`src/rtl/stage_mmu.sv`:
```
// Two-stage address translation unit: a small fully associative TLB keyed on
// {process, virtual page}, with a kernel bypass for process 0 and fault accounting.
module stage_mmu #(
   parameter int PAGE_BITS   = 6,
   parameter int TLB_ENTRIES = 8
) (
   input  logic                           clka,
   input  logic                           rst,
   input  logic                           req_valid,
   output logic                           req_ready,
   input  logic [15:0]                    req_vaddr,
   input  logic [2:0]                     req_process,
   input  logic                           req_write,
   output logic                           resp_valid,
   input  logic                           resp_ready,
   output logic [9:0]                     resp_paddr,
   output logic [1:0]                     resp_fault,
   input  logic                           cfg_we,
   input  logic [$clog2(TLB_ENTRIES)-1:0] cfg_index,
   input  logic [18:0]                    cfg_entry,
   output logic [7:0]                     fault_count
);

   localparam int VPN_W = 16 - PAGE_BITS;
   localparam int PPN_W = 10 - PAGE_BITS;

   typedef enum logic [1:0] {IDLE, MATCH, RESP} state_t;

   state_t             state;
   logic [15:0]        lat_vaddr;
   logic [2:0]         lat_process;
   logic               lat_write;
   logic [9:0]         res_paddr;
   logic [1:0]         res_fault;

   logic               tlb_valid    [TLB_ENTRIES];
   logic               tlb_writable [TLB_ENTRIES];
   logic [2:0]         tlb_process  [TLB_ENTRIES];
   logic [VPN_W-1:0]   tlb_vpn      [TLB_ENTRIES];
   logic [PPN_W-1:0]   tlb_ppn      [TLB_ENTRIES];

   logic               hit;
   logic               hit_writable;
   logic [PPN_W-1:0]   hit_ppn;
   logic [9:0]         next_paddr;
   logic [1:0]         next_fault;

   assign req_ready = (state == IDLE);

   // Only the valid bits need clearing on reset; the rest are don't-care until written.
   always_ff @(posedge clka) begin
      if (!rst) begin
         for (int i = 0; i < TLB_ENTRIES; i++) begin
            tlb_valid[i] <= 1'b0;
         end
      end else if (cfg_we) begin
         tlb_valid[cfg_index]    <= cfg_entry[18];
         tlb_writable[cfg_index] <= cfg_entry[17];
         tlb_process[cfg_index]  <= cfg_entry[16:14];
         tlb_vpn[cfg_index]      <= cfg_entry[4 +: VPN_W];
         tlb_ppn[cfg_index]      <= cfg_entry[0 +: PPN_W];
      end
   end

   // Scanning downwards lets the lowest matching index win.
   always_comb begin
      hit          = 1'b0;
      hit_writable = 1'b0;
      hit_ppn      = '0;
      for (int i = TLB_ENTRIES - 1; i >= 0; i--) begin
         if (tlb_valid[i] && (tlb_process[i] == lat_process) &&
             (tlb_vpn[i] == lat_vaddr[15:PAGE_BITS])) begin
            hit          = 1'b1;
            hit_writable = tlb_writable[i];
            hit_ppn      = tlb_ppn[i];
         end
      end
   end

   always_comb begin
      next_paddr = '0;
      next_fault = 2'd0;
      if (lat_process == 3'd0) begin
         next_paddr = lat_vaddr[9:0];
         next_fault = (|lat_vaddr[15:10]) ? 2'd1 : 2'd0;
      end else if (hit) begin
         next_paddr = {hit_ppn, lat_vaddr[PAGE_BITS-1:0]};
         next_fault = (lat_write && !hit_writable) ? 2'd2 : 2'd0;
      end else begin
         next_fault = 2'd1;
      end
   end

   // RESP spends one cycle loading the output registers, giving the two-edge latency.
   always_ff @(posedge clka) begin
      if (!rst) begin
         state       <= IDLE;
         lat_vaddr   <= '0;
         lat_process <= '0;
         lat_write   <= 1'b0;
         res_paddr   <= '0;
         res_fault   <= '0;
         resp_valid  <= 1'b0;
         resp_paddr  <= '0;
         resp_fault  <= '0;
         fault_count <= '0;
      end else begin
         case (state)
            IDLE: begin
               if (req_valid) begin
                  lat_vaddr   <= req_vaddr;
                  lat_process <= req_process;
                  lat_write   <= req_write;
                  state       <= MATCH;
               end
            end
            MATCH: begin
               res_paddr <= next_paddr;
               res_fault <= next_fault;
               state     <= RESP;
            end
            RESP: begin
               if (!resp_valid) begin
                  resp_valid <= 1'b1;
                  resp_paddr <= res_paddr;
                  resp_fault <= res_fault;
               end else if (resp_ready) begin
                  resp_valid <= 1'b0;
                  state      <= IDLE;
                  if ((resp_fault != 2'd0) && (fault_count != 8'hFF)) begin
                     fault_count <= fault_count + 8'd1;
                  end
               end
            end
            default: state <= IDLE;
         endcase
      end
   end

endmodule

```
`config.mk`:
```
export PLATFORM = sky130hd
export DESIGN_NAME = stage_mmu
export DESIGN_NICKNAME = d
export VERILOG_FILES = /design/src/rtl/stage_mmu.sv
export SDC_FILE = /design/constraint.sdc
export NUM_CORES = 1
export LEC_CHECK = 0
export ABC_AREA = 1
export ABC_CLOCK_PERIOD_IN_PS = 5120
export CORE_MARGIN = 4
export CORE_UTILIZATION = 45
export CTS_CLUSTER_DIAMETER = 40
export DETAILED_ROUTE_END_ITERATION = 12
export MAX_ROUTING_LAYER = met4
export SLEW_MARGIN = 20
export SYNTH_ARGS = -nofsm -noshare
export SYNTH_HDL_FRONTEND = slang
export SYNTH_SLANG_ARGS = --single-unit
```
`constraint.sdc`:
```
create_clock -name clka -period 5.12 [get_ports clka]
set_input_delay 0.768 -clock clka [delete_from_list [all_inputs] [get_ports clka]]
set_output_delay 0.768 -clock clka [all_outputs]
set_load 0.05 [all_outputs]
```
# Word-level counts from Yosys, hierarchy flattened
# Memory sizes are Yosys's and may differ from the RTL's.
# Index checks and enable logic that the tools add are counted.
# W data, S select, Z words.
classes:
  muxes: 43
  n_bitwise: 1
  eq_ne: 22
  n_reduce_logical: 28
  add_sub_neg: 1
ops:
  columns: ["cell", "count"]
  rows:
  - ["$eq A10 B10 Y1", 8]
  - ["$mux W4", 8]
  - ["$mux W1", 25]
  - ["$eq A3 B3 Y1", 8]
  - ["$mux W10", 2]
  - ["$logic_and A1 B1 Y1", 18]
  - ["$mux W2", 6]
  - ["$add A8 B1 Y8 const B", 1]
  - ["$ne A8 B8 Y1 const B", 1]
  - ["$ne A2 B2 Y1 const B", 3]
  - ["$pmux W2 S3", 1]
  - ["$reduce_or A6 Y1", 1]
  - ["$reduce_and A2 Y1", 2]
  - ["$reduce_and A4 Y1", 1]
  - ["$logic_not A3 Y1", 1]
  - ["$mux W3", 1]
  - ["$reduce_and A3 Y1", 1]
  - ["$eq A2 B1 Y1 const B", 1]
  - ["$eq A2 B2 Y1 const B", 1]
  - ["$logic_not A2 Y1", 1]
  - ["$reduce_bool A2 Y1", 1]
  - ["$logic_not A1 Y1", 1]
  - ["$not A1 Y1", 1]
  - ["$reduce_or A1 Y1", 1]
word_totals:
  ff_bits: 55
  out_inout_bits: 22
  in_bits: 47
  memories: 5
  ram_bits: 152
mem_list:
  columns: ["name", "words", "word_bits", "rd", "rd_clocked_by_memory_dff", "write_ports", "line_no", "source"]
  rows:
  - ["tlb_vpn", 8, 10, 8, 0, 1, "39", "logic [VPN_W-1:0] tlb_vpn [TLB_ENTRIES];"]
  - ["tlb_ppn", 8, 4, 8, 0, 1, "40", "logic [PPN_W-1:0] tlb_ppn [TLB_ENTRIES];"]
  - ["tlb_process", 8, 3, 8, 0, 1, "38", "logic [2:0] tlb_process [TLB_ENTRIES];"]
  - ["tlb_valid", 8, 1, 8, 0, 8, "36", "logic tlb_valid [TLB_ENTRIES];"]
  - ["tlb_writable", 8, 1, 8, 0, 1, "37", "logic tlb_writable [TLB_ENTRIES];"]

# Longest topological paths before layout
depth:
  depth_word: 16
  ltp_mapped: 19

# Worst setup path before layout
# Ideal clock, no wire load.
synth_path:
  path_kind: "input -> register"
  start: "input port rst"
  end: "memory tlb_ppn[0][0] (netlist name), enable pin"
  setup_slack_ns: 2.944
  t_required_ns: 4.725
  stages: 4
  arrival_time_ns: 1.781
  setup_ns: 0.395
  path_cell_list: "nand2_1 nor2_1 inv_1 nor2_1"
synth_between:
  elab_chain_len: 2
synth_rtl:
  columns: ["element", "line_no", "source"]
  rows:
  - ["start: declaration", "8", "input logic rst,"]
  - ["$mux W1", "52", "if (!rst) begin"]
  - ["$mux W1 (not written as such)", "61", "tlb_ppn[cfg_index] <= cfg_entry[0 +: PPN_W];"]
  - ["end: declaration", "40", null]
# No other way between the ends.

# Worst setup path in the final report
layout_path:
  start: "register state[0]"
  end: "output port req_ready"
layout_between:
  elab_chain_len: 1
layout_rtl:
  columns: ["element", "line_no", "source"]
  rows:
  - ["start: declaration", "29", "state_t state;"]
  - ["start signal: assignment", "97", "state <= IDLE;"]
  - ["start signal: assignment", "114", "state <= MATCH;"]
  - ["start signal: assignment", "120", "state <= RESP;"]
  - ["$logic_not A2 Y1", "48", "assign req_ready = (state == IDLE);"]
  - ["end: declaration", "10", "output logic req_ready,"]
# No other way between the ends.

==> results.json <==
{
  "status": "completed",
  "cts.clk_slew.worst_paths_ns": 0.06,
  "yosysTopAreaCell": "edfxtp_1",
  "ys_ff_latch": 207,
  "synthDistinctLibCells": 40,
  "final_cell_mix": "nand2_1, edfxtp_1, nor2_1",
  "slew_headroom": 0.299,
  "drive_gt1_frac": 0.0973,
  "r2r_slack_ns": 2.55,
  "synth_fp_nets": 1008,
  "dpl_worst_slack_ns": 2.29,
  "clock_latency_ns": 0.54,
  "ant_nets": 0,
  "synth_cells": 960,
  "finClkSkew_ns": 0.0105,
  "power.density_nw_per_um2": 399,
  "htreeDepth": 1,
  "crit_buf_inv": 1,
  "drt-initial-drc-count": 461,
  "num_vias": 6702,
  "hold_viol": 0,
  "drv_slew": 0,
  "critPathMaxStageDelay_ns": 0.82,
  "layout_setup_ws_ns": 2.53,
  "crit_chain": "nor2_1 -> clkdlybuf4s50_1",
  "chipHeight_um": 149,
  "clock_path_buffers": 3,
  "ys.flop_type": "edfxtp_1",
  "numCtsBuffers": 30,
  "die_x_um": 149,
  "rows": 51,
  "wl_per_cell_um": 17.5,
  "core_um2": 19600,
  "fmax_mhz": 387,
  "rsz0062_at_grt": "no",
  "nFillCells": 1733,
  "drtPass1Iterations": 5,
  "ys.warnings.count": 0,
  "ctsHoldBuffers": 0,
  "fin_crit_ns": 2.59,
  "synth-seq-area-share": 0.621,
  "synth_edf_count": 144,
  "grt_pass1_vias": 6434,
  "drc": 0,
  "cp_top_family": "buffers and inverters",
  "antenna_found_initial": 0,
  "cp-start-kind": "register",
  "cts_resized": 0,
  "clkSinkCount": 207,
  "worstPathArrival_ns": 1.82,
  "via_per_inst": 5.06,
  "fin_setup_tns_ns": 0,
  "antenna_cells": 0,
  "overflow": 0,
  "synthToLayoutAreaGrowth_pct": 21.9,
  "grt_max_degree": 40,
  "leakage_nw": 4.31,
  "crit_path_end_kind": "primary output",
  "cts_tree": "done",
  "netlist.area_leader.share": 0.481,
  "max_slew.worst_pin.slew_ns": 1.05,
  "portBuffers": 68,
  "slowest_stage": "clkdlybuf4s50_1",
  "crit_type": "register to primary output",
  "io_pins": 69,
  "dieArea_um2": 22300,
  "detailed_place_hpwl_mm": 15.5,
  "start_util": 0.459,
  "layout_commonest_cell": "nand2_1",
  "cts-root-buf": "clkbuf_16",
  "gp_congestion": 0.858,
  "holdCritPathClass": "register to register",
  "post-route-period-util": 0.505,
  "setup_violations": 0,
  "required_ns": 4.35,
  "grt_pass1_wl_mm": 36.0,
  "async_flop_share": 0,
  "grt_use_total": 0.216,
  "finalWirelength_mm": 23.2,
  "cap_violations": 0,
  "nets": 1083,
  "synth.area.top_cells": "edfxtp_1, dfxtp_1, nand2_1, nor2_1, o21ai_0",
  "peakVddDrop_v": 0.000278,
  "avgSynthCellArea_um2": 9.37,
  "synth.cell_area_um2": 9000,
  "post_cts_buffers": 0,
  "total_power_mw": 4.37,
  "crit_fanout": 4
}
[worst paths after layout]
check | startpoint | endpoint | cells past startpoint
worst max-delay path | state[0] | req_ready | 2
worst min-delay path | resp_paddr[1] | resp_paddr[1] | 2
worst max register to register | lat_vaddr[15] | res_paddr[5] | 12
worst min register to register | resp_paddr[1] | resp_paddr[1] | 2
[Yosys cell counts (6+ instances only)]
master / instances
nand2_2: 8
o21ai_0: 67
nor2_1: 104
o21ai_1: 8
nor3_1: 6
nand2_1: 285
edfxtp_1: 144
nand3_1: 44
dfxtp_1: 63
inv_1: 87
a21oi_1: 38
inv_2: 13
clkbuf_1: 12
xnor2_1: 10
buf_6: 8
[worst reg2reg max path, stage by stage, from the launching register on]
cell     delay, ns
dfxtp_1       0.56
inv_2         0.25
nand2_1       0.14
nand2_1       0.05
nor2_1        0.13
nand2_1       0.07
nor2_1        0.31
nand2_1       0.25
nand2_1       0.15
nor2_1        0.08
nand3_1       0.24
nand3_1       0.11
a21oi_1       0.15
[through the flow]
step           hold WS (ns)   util  instance area, µm²  cells
6_report              0.459  0.560               11000   1324
3_3_place_gp          0.448  0.504                9870   1268
3_5_place_dp          0.454  0.504                9870   1268
4_1_cts               0.461  0.560               11000   1324
5_1_grt               0.473  0.560               11000   1324
2_1_floorplan         0.446      -                9000    960
[logic make-up after synthesis]
group,after synthesis,synth area share
simple gates,471,0.217
flops,207,0.621
compound gates,137,0.0841
buf+inv,129,0.0620
xor+xnor,15,0.0146
fa+ha+maj,1,0.00139
[state kept, by name, indices dropped and copies added (netlist names), 2 cells and up]
| register | flops |
|---|---|
| state | 2 |
| tlb_ppn | 32 |
| resp_fault | 2 |
| res_paddr | 10 |
| tlb_writable | 8 |
| tlb_valid | 8 |
| tlb_vpn | 80 |
| lat_process | 3 |
| lat_vaddr | 16 |
| res_fault | 2 |
| resp_paddr | 10 |
| tlb_process | 24 |
| fault_count | 8 |
[final cells by class]
class	instances	area (µm²)	share of cell area
clock buffers	32	779	0.0711
well taps	265	332	0.0302
multi-input cells	624	2880	0.262
inverters	102	383	0.0349
clock inverters	24	315	0.0287
flip-flops and latches	207	5590	0.509
repair buffers	70	696	0.0634
[where the power goes]
| part | total (mW) | switching (mW) | internal, mW |
|---|---|---|---|
| clock | 2.20 | 0.817 | 1.39 |
| sequential | 1.88 | 0.0441 | 1.84 |
| combinational | 0.291 | 0.195 | 0.0961 |
| total | 4.37 | 1.06 | 3.32 |
[per-layer routing]
layer / vias to the layer above / track usage / share of wire
li1: 3326 / - / -
met1: 3119 / 0.293 / 0.45
met2: 206 / 0.340 / 0.46
met3: 51 / 0.0313 / 0.056
met4: 0 / 0.0659 / 0.034
met5: - / - / 0
No activity file was read; power rests on OpenSTA's default activity.
